<file path="src/rtl/dmem_arb_pkg.sv">
// Shared types and defaults for the data-memory arbiter.
// Optional feature macro: DMEM_ARB_ROUND_ROBIN_EN (see dmem_arbiter.sv).
package dmem_arb_pkg;

  // Arbiter ownership state: IDLE = core path or burst start, BURST = beats 1..N-1
  typedef enum logic {
    IDLE  = 1'b0,
    BURST = 1'b1
  } arb_state_t;

  localparam int DEF_ADDR_STEP = 4;
  localparam int DEF_MAX_WAIT  = 15;

endpackage

</file>
<file path="src/rtl/dmem_arb_burst_ctr.sv">
// Burst address / beat counter. Loaded at grant with the address of beat 1
// and the number of beats still to go; steps once per burst beat.
module dmem_arb_burst_ctr #(
  parameter int AW        = 32,
  parameter int LENW      = 8,
  parameter int ADDR_STEP = 4
) (
  input  logic            clk,
  input  logic            rst,
  input  logic            load,
  input  logic            step,
  input  logic [AW-1:0]   load_addr,
  input  logic [LENW-1:0] load_rem,
  output logic [AW-1:0]   addr,
  output logic            last
);

  logic [LENW-1:0] remaining;

  // Load on grant, advance one word per beat; address wraps naturally
  always_ff @(posedge clk or negedge rst) begin
    if (!rst) begin
      addr      <= '0;
      remaining <= '0;
    end else if (load) begin
      addr      <= load_addr;
      remaining <= load_rem;
    end else if (step) begin
      addr      <= addr + AW'(ADDR_STEP);
      remaining <= remaining - LENW'(1);
    end
  end

  assign last = (remaining == LENW'(1));

endmodule

</file>
<file path="src/rtl/dmem_arbiter.sv">
// Single-port data-memory arbiter between the core load/store path (C)
// and a DMA/debug burst requester (D).
// Handshake: c_req is held until c_gnt (access happens in the c_gnt cycle);
// d_req is held until the one-cycle d_gnt pulse, which is also beat 0.
// Optional feature macro: DMEM_ARB_ROUND_ROBIN_EN -- when defined, the core
// and the burst alternate cycles during a burst instead of the core stalling.
module dmem_arbiter
  import dmem_arb_pkg::*;
#(
  parameter int AW        = 32,
  parameter int DW        = 32,
  parameter int LENW      = 8,
  parameter int ADDR_STEP = DEF_ADDR_STEP,
  parameter int MAX_WAIT  = DEF_MAX_WAIT
) (
  input  logic            clk,
  input  logic            rst,
  input  logic            c_req,
  input  logic            c_we,
  input  logic [AW-1:0]   c_addr,
  input  logic [DW-1:0]   c_wdata,
  output logic            c_gnt,
  output logic [DW-1:0]   c_rdata,
  input  logic            d_req,
  input  logic            d_we,
  input  logic [AW-1:0]   d_addr,
  input  logic [LENW-1:0] d_len,
  input  logic [DW-1:0]   d_wdata,
  output logic            d_gnt,
  output logic            d_beat,
  output logic [DW-1:0]   d_rdata,
  output logic            d_done,
  output logic            m_we,
  output logic [AW-1:0]   m_addr,
  output logic [DW-1:0]   m_wdata,
  input  logic [DW-1:0]   m_rdata
);

  localparam int WW = $clog2(MAX_WAIT + 1);

  arb_state_t    state;
  logic [WW-1:0] wait_cnt;
  logic          burst_we;
  logic          start;
  logic          multi;
  logic          core_turn;
  logic          burst_beat;
  logic          cur_we;
  logic [AW-1:0] ctr_addr;
  logic          ctr_last;

  // D may start only from IDLE, when the core is quiet or D has waited long enough
  assign start = rst && (state == IDLE) && d_req &&
                 (!c_req || (wait_cnt == WW'(MAX_WAIT)));
  assign multi = (d_len > LENW'(1));

`ifdef DMEM_ARB_ROUND_ROBIN_EN
  logic rr_turn;
  assign core_turn = (state == BURST) && c_req && rr_turn;
`else
  assign core_turn = 1'b0;
`endif

  assign burst_beat = (state == BURST) && !core_turn;
  assign cur_we     = (state == IDLE) ? d_we : burst_we;

  dmem_arb_burst_ctr #(
    .AW        (AW),
    .LENW      (LENW),
    .ADDR_STEP (ADDR_STEP)
  ) u_ctr (
    .clk       (clk),
    .rst       (rst),
    .load      (start && multi),
    .step      (burst_beat),
    .load_addr (d_addr + AW'(ADDR_STEP)),
    .load_rem  (d_len - LENW'(1)),
    .addr      (ctr_addr),
    .last      (ctr_last)
  );

  // Memory port steering and grants; everything forced low while in reset
  always_comb begin
    c_gnt   = 1'b0;
    d_gnt   = 1'b0;
    d_beat  = 1'b0;
    m_we    = 1'b0;
    m_addr  = '0;
    m_wdata = '0;
    c_rdata = '0;
    d_rdata = '0;
    if (rst) begin
      m_addr  = c_addr;
      m_wdata = c_wdata;
      if (state == IDLE) begin
        if (start) begin
          d_gnt   = 1'b1;
          m_addr  = d_addr;
          m_wdata = d_wdata;
          if (d_len != '0) begin
            d_beat = 1'b1;
            m_we   = d_we;
          end
        end else begin
          c_gnt = c_req;
          m_we  = c_req && c_we;
        end
      end else if (core_turn) begin
        c_gnt = 1'b1;
        m_we  = c_we;
      end else begin
        d_beat  = 1'b1;
        m_addr  = ctr_addr;
        m_wdata = d_wdata;
        m_we    = burst_we;
      end
      if (c_gnt && !c_we) c_rdata = m_rdata;
      if (d_beat && !cur_we) d_rdata = m_rdata;
    end
  end

  // Ownership FSM, completion pulse, starvation counter and latched direction
  always_ff @(posedge clk or negedge rst) begin
    if (!rst) begin
      state    <= IDLE;
      d_done   <= 1'b0;
      wait_cnt <= '0;
      burst_we <= 1'b0;
    end else begin
      d_done <= (start && !multi) || (burst_beat && ctr_last);
      case (state)
        IDLE:    if (start && multi) state <= BURST;
        BURST:   if (burst_beat && ctr_last) state <= IDLE;
        default: state <= IDLE;
      endcase
      if (d_gnt) wait_cnt <= '0;
      else if (d_req && (wait_cnt != WW'(MAX_WAIT))) wait_cnt <= wait_cnt + WW'(1);
      if (start) burst_we <= d_we;
    end
  end

`ifdef DMEM_ARB_ROUND_ROBIN_EN
  // Alternation token: set after beat 0, flips every burst cycle, cleared at burst end
  always_ff @(posedge clk or negedge rst) begin
    if (!rst) rr_turn <= 1'b0;
    else if (start && multi) rr_turn <= 1'b1;
    else if (state == BURST) rr_turn <= (burst_beat && ctr_last) ? 1'b0 : !rr_turn;
  end
`endif

endmodule

</file>
<file path="config.mk">
export PLATFORM = sky130hd
export DESIGN_NAME = dmem_arbiter
export DESIGN_NICKNAME = d
export VERILOG_FILES = /design/src/rtl/dmem_arb_pkg.sv /design/src/rtl/dmem_arb_burst_ctr.sv /design/src/rtl/dmem_arbiter.sv
export SDC_FILE = /design/constraint.sdc
export NUM_CORES = 1
export LEC_CHECK = 0
export ABC_AREA = 1
export CORE_MARGIN = 5
export CORE_UTILIZATION = 41
export CTS_BUF_LIST = sky130_fd_sc_hd__clkbuf_2
export CTS_CLUSTER_DIAMETER = 80
export CTS_CLUSTER_SIZE = 12
export DETAILED_ROUTE_END_ITERATION = 10
export GPL_TIMING_DRIVEN = 1
export PLACE_DENSITY = 0.84
export REMOVE_ABC_BUFFERS = 1
export SLEW_MARGIN = 15
export SYNTH_ARGS = -nofsm -noshare
export SYNTH_HDL_FRONTEND = slang
export SYNTH_SLANG_ARGS = --single-unit
</file>
<file path="constraint.sdc">
create_clock -name clk -period 3.3 [get_ports clk]
set_input_delay 0.33 -clock clk [delete_from_list [all_inputs] [get_ports clk]]
set_output_delay 0.33 -clock clk [all_outputs]
set_load 0.005 [all_outputs]
</file>
==> impl_metrics.json <==
{
  "setup_viol": 0,
  "yosysWarnings": 0,
  "clk_pin_slew_worst_paths_ps": 330,
  "synthTopCellsByArea": "nand2_1 23%, dfrtp_1 21%, nor2_1 11%, inv_1 6.7%, nor3_1 6.0%",
  "dp.cells": 1475,
  "fmax_mhz": 307,
  "synth_edf_count": 0,
  "hpwl_mm": 20.5,
  "crit_type": "register to primary output",
  "arrival_ps": 2930,
  "vias": 7768,
  "gp_congestion": 0.977,
  "whs_ps": -16.5,
  "cts_tree": "built",
  "drt_pass1_iterations": 5,
  "min_path_type": "primary input to asynchronous set/reset pin",
  "endpoint_kind": "primary output",
  "wl_mm": 26.1,
  "rr_endpoint": "u_ctr.addr[16]",
  "peakVddDrop_mv": 0.262,
  "ys_seq_area_frac": 0.209,
  "worst_setup_path_start_kind": "register",
  "die_area_um2": 16200,
  "cts_num_sinks": 47,
  "layout_common_cells": "347 x nand2_1, 299 x clkdlybuf4s50_1, 159 x nor2_1",
  "die_x_um": 127,
  "grt_pass1_vias": 7156,
  "core_region_area_um2": 13300,
  "cts_made_buffers": 5,
  "finClkSkew_ps": 43.6,
  "drive_above_1_share": 0.0628,
  "r2r_slack_ps": 340,
  "cts-root-buf": "clkbuf_2",
  "grt_setup_unrepaired": "true",
  "final_common_cell": "nand2_1",
  "dieHeight_um": 127,
  "ys.flop_type": "dfrtp_1",
  "syn_avg_cell_area_um2": 5.44,
  "gr-total-overflow": 0,
  "finalMaxSlewViolations": 0,
  "violations": "negative hold slack",
  "io_buffer_count": 306,
  "grt_antenna_before_repair": 3,
  "clock_path_buffers": 2,
  "final-seq-area_um2": 1180,
  "grt_pass1_wl_mm": 39.5,
  "post-route-min-period_ps": 3260,
  "reg2regPathDepth": 16,
  "drc_errors": 0,
  "worst_pin_slew_ps": 648,
  "drt-wirelength-per-cell_um": 17.4,
  "fin_crit_sh": 0.987,
  "r2r-start": "wait_cnt[0]",
  "vias_per_cell": 5.18,
  "areaGrowthSynthToFinish_pct": 61.8,
  "yosys_register_bits": 47,
  "fill_cells": 1214,
  "fin_nets": 1501,
  "h-tree-depth": 2,
  "std_cell_rows": 42,
  "finalNonFillerCells": 1500,
  "cap_viol_max_count": 0,
  "worstPathRequired_ps": 2970,
  "pwr_density_cell_nw_per_um2": 539,
  "synth_area_leader_cell": "nand2_1",
  "hold_viol": 5,
  "start_util": 0.421,
  "synth_top_area_frac": 0.232,
  "grt_max_degree": 61,
  "slew_headroom": 0.568,
  "syn_area_um2": 5630,
  "gr-usage-all-layers": 0.303,
  "ys_types": 36,
  "synth_cells": 1034,
  "multiInputGateArea_um2": 3810,
  "drtAntennaViolNets": 0,
  "leakagePower_nw": 4.12,
  "crit_fanout": 39,
  "status": "complete, but fails checks",
  "io_pins": 307,
  "async_reset_ff_frac": 1.00,
  "drtIter0Drc": 536,
  "clkLatencyLatePin_ps": 480
}
-- per-stage QoR --
step	utilization	area [um2]	setup TNS [ps]	power [mW]	setup slack, ps
floorplan	-	5310	-151250	2.83	-1810
global placement	0.660	8810	0	4.32	198
detailed placement	0.660	8810	0	4.39	161
CTS	0.669	8930	0	4.71	9.50
global route	0.682	9100	-395	5.33	-60.2
finish	0.682	9100	0	4.91	41.5
-- metal layers --
layer | global-route usage | part of all wire | vias up | wire (um)
met1 | 0.420 | 0.43 | 3535 | 11200
met2 | 0.509 | 0.48 | 338 | 12500
met4 | 0.0467 | 0.0087 | 4 | 226
met5 | 0 | 0.0011 | - | 28
li1 | - | - | 3873 | -
met3 | 0.0484 | 0.081 | 18 | 2120
-- sequential cells by signal, indices dropped and copies added, names as in the netlist --
name / count
wait_cnt: 4
burst_we: 1
d_done: 1
u_ctr.addr: 32
u_ctr.remaining: 8
burst_beat: 1
-- power by group --
part           internal [mW]  total, mW  leakage (nW)  switching, mW
Clock                 0.0581      0.293        0.0300          0.235
Sequential             0.836       1.04         0.583          0.208
Combinational           1.60       3.57          3.51           1.97
Total                   2.50       4.91          4.12           2.41
-- critical path, stage by stage, from the launching register on --
cell and delay (ps):
dfrtp_1 480, ha_1 230, nand3_1 160, a21oi_4 110
buf_4 150, nor2_4 170, buf_12 220, o21ai_0 90
nor2_1 250, clkdlybuf4s50_1 580
-- synthesized netlist by cell type (6+ instances only) --
cell type / instances
nor2_2: 7
ha_1: 7
nor2_1: 161
nand3_1: 60
nand3b_1: 9
buf_4: 6
nand4_1: 6
a21oi_1: 21
o22ai_1: 15
dfrtp_1: 47
inv_1: 100
buf_2: 12
o21ai_0: 52
nand2_1: 347
nor3_1: 68
a31oi_1: 25
xor2_1: 7
clkbuf_1: 37
buf_6: 6
-- worst max path at each step --
stage                           start              to  slack (ps)  cells after the start
after floorplan            burst_beat      c_rdata[0]       -1810                      6
after global placement       d_len[0]  u_ctr.addr[16]         200                     16
after detailed placement     d_len[0]  u_ctr.addr[16]         160                     16
after CTS                 wait_cnt[0]     m_wdata[17]          10                     10
after global routing      wait_cnt[0]     d_rdata[17]         -60                      8
final                     wait_cnt[0]     m_wdata[17]          40                      9
-- cells by family (layout without fill, tap and decap cells) --
logic type | after synthesis | in the layout | share of synthesized area
other | 0 | 3 | 0
and+or+nand+nor | 673 | 673 | 0.502
DFF | 47 | 47 | 0.209
AOI/OAI and AO/OA | 127 | 128 | 0.128
buffers and inverters | 168 | 454 | 0.127
adders and majority gates | 7 | 7 | 0.0156
xor gates and xnor gates | 12 | 12 | 0.0187
-- layout make-up --
| type | instances | share of cell area |
|---|---|---|
| flip-flops and latches | 47 | 0.129 |
| inverters | 105 | 0.0441 |
| well taps | 176 | 0.0242 |
| clock buffers | 5 | 0.00275 |
| diodes | 3 | 0.000825 |
| multi-input cells | 820 | 0.418 |
| repair buffers | 341 | 0.378 |
| clock inverters | 3 | 0.00275 |
-- repair_timing --
action / 4_1_cts / 5_1_grt
buffers inserted: 2 / 9
pin swaps: 1 / 1
gates resized for setup: 2 / 23
endpoints found under the hold margin: 23 / 0
gates cloned: 1 / 1
hold buffers: 1 / 0
setup endpoints to repair: 5 / 82
Power figures use the tool's default switching activity.
==> edit, RTL diff (same settings) <==
The option `DMEM_ARB_ROUND_ROBIN_EN` is turned on by a define.
--- a/src/rtl/dmem_arbiter.sv
+++ b/src/rtl/dmem_arbiter.sv
@@ -4,6 +4,8 @@
 // d_req is held until the one-cycle d_gnt pulse, which is also beat 0.
 // Optional feature macro: DMEM_ARB_ROUND_ROBIN_EN -- when defined, the core
 // and the burst alternate cycles during a burst instead of the core stalling.
+`define DMEM_ARB_ROUND_ROBIN_EN
+
 module dmem_arbiter
   import dmem_arb_pkg::*;
 #(
Formal check against the unedited RTL: not equivalent (Yosys sat finds a counterexample within 4 cycles, from zero or initial values and one cycle with rst low).
==> edit against the unedited design <==
Total power increased by 4.1%; sequential power increased by 4%; cell count decreased by 4.8%; area after synthesis decreased by 1.1%; design area decreased by 1.9%; wire length decreased by 4.4%; sequential cell count increased by 1; fmax increased by 4.2%; register-to-register slack improved by 0.13 ns; worst setup slack improved by 0.13 ns; first-iteration DRC count increased by 21%; count of clock-buffer cells in the layout increased by 2; largest cell class unchanged; largest power group unchanged; highest routed layer unchanged.
==> edit: results (changes against the unedited design) <==
detailedPlace.worstSlack_ns: 0.163  # +0.00149 ns
dpl_cell_area_sq_um: 8780  # -0.34%
wl_met3_mm: 1.78  # -16%
power_frac_seq: 0.211  # -0.002
tightest_slew_ns: 0.703  # +0.0545 ns
r2r-start: "wait_cnt[1]"
cts_setup_buffers: 1  # -1
final_cells: 1428  # -4.8%
cp_max_fo: 32  # -18%
p_comb_frac: 0.739  # +0.012
dr_wl_met2_mm: 12.6  # +1.1%
synth.distinct_cells: 37  # +2.8%
async_flop_share: 1.00  # unchanged
antenna_found_initial: 2  # -1
p_leak_nw: 3.92  # -5.0%
r2r_end: "u_ctr.addr[26]"
crit_start: "wait_cnt[1]"
fmax_mhz: 320  # +4.2%
yosys-top-cells-area: "dfrtp_1 (22%), nand2_1 (16%), nor3_1 (12%)"
wl_per_cell_um: 17.4  # +0.45%
power_density_nw_per_um2: 572  # +6.1%
met2_usage: 0.535  # +0.0262
ir_drop_mv: 0.293  # +12%
status: "finished clean"
via_per_inst: 5.29  # +2.2%
synth-seq-area-share: 0.216  # +0.00680
cts-resized-gates: 3  # +1
place.gp.congestion: 1.01  # +2.9%
ys_top_cells_by_count: "nand2_1 (238), nor2_1 (140), nor3_1 (128), inv_1 (101), nand3_1 (55)"
grt_max_degree: 69  # +13%
worst_skew_pair.late_latency_ns: 0.46  # -0.02 ns
track_usage: 0.292  # -0.0111
finalHoldWorstSlack_ns: 0.438  # +0.454 ns
grt_pass1_vias: 6999  # -2.2%
met1_length_mm: 9.69  # -13%
gr-usage-met3: 0.0454  # -0.00302
cp-endpoint: "c_rdata[18]"
synth_compound_area_frac: 0.141  # +0.0127
fin_skew_ns: 0.0335  # -0.0101 ns
syn_avg_cell_area_sq_um: 5.73  # +5.3%
fillers: 1175  # -3.2%
multi_input_area_sq_um: 3710  # -2.5%
met1_usage: 0.354  # -0.0667
drive_above_1_share: 0.0703  # +0.00751
hold_path_class: "in -> reg"
-- edit: changes by cell type in the layout (fill, tap and decap cells not counted), sizes merged, moves of 10 or more --
| cell | unedited run | this run |
|---|---|---|
| nand2 | 353 | 249 |
| nor3 | 68 | 128 |
| o221ai | 2 | 36 |
| nor2 | 170 | 148 |
| a31oi | 25 | 7 |
| a21oi | 22 | 10 |
| o22ai | 15 | 5 |
-- edit: area by class of cell --
cell class	instances	share of cell area
timing repair buffer	336	0.372
antenna	1	0.000280
clock buffer	7	0.00392
sequential	48	0.135
tap	176	0.0247
inverter	114	0.0482
clock inverter	1	0.000420
multi-input combinational	745	0.416
-- edit: critical path, cell delays in order, from the launching register on --
cell	delay [ns]
dfrtp_1	0.45
ha_1	0.21
nand3_1	0.16
a21oi_4	0.08
inv_2	0.14
a31oi_1	0.13
or2_4	0.38
nor3_1	0.21
clkdlybuf4s50_1	0.56
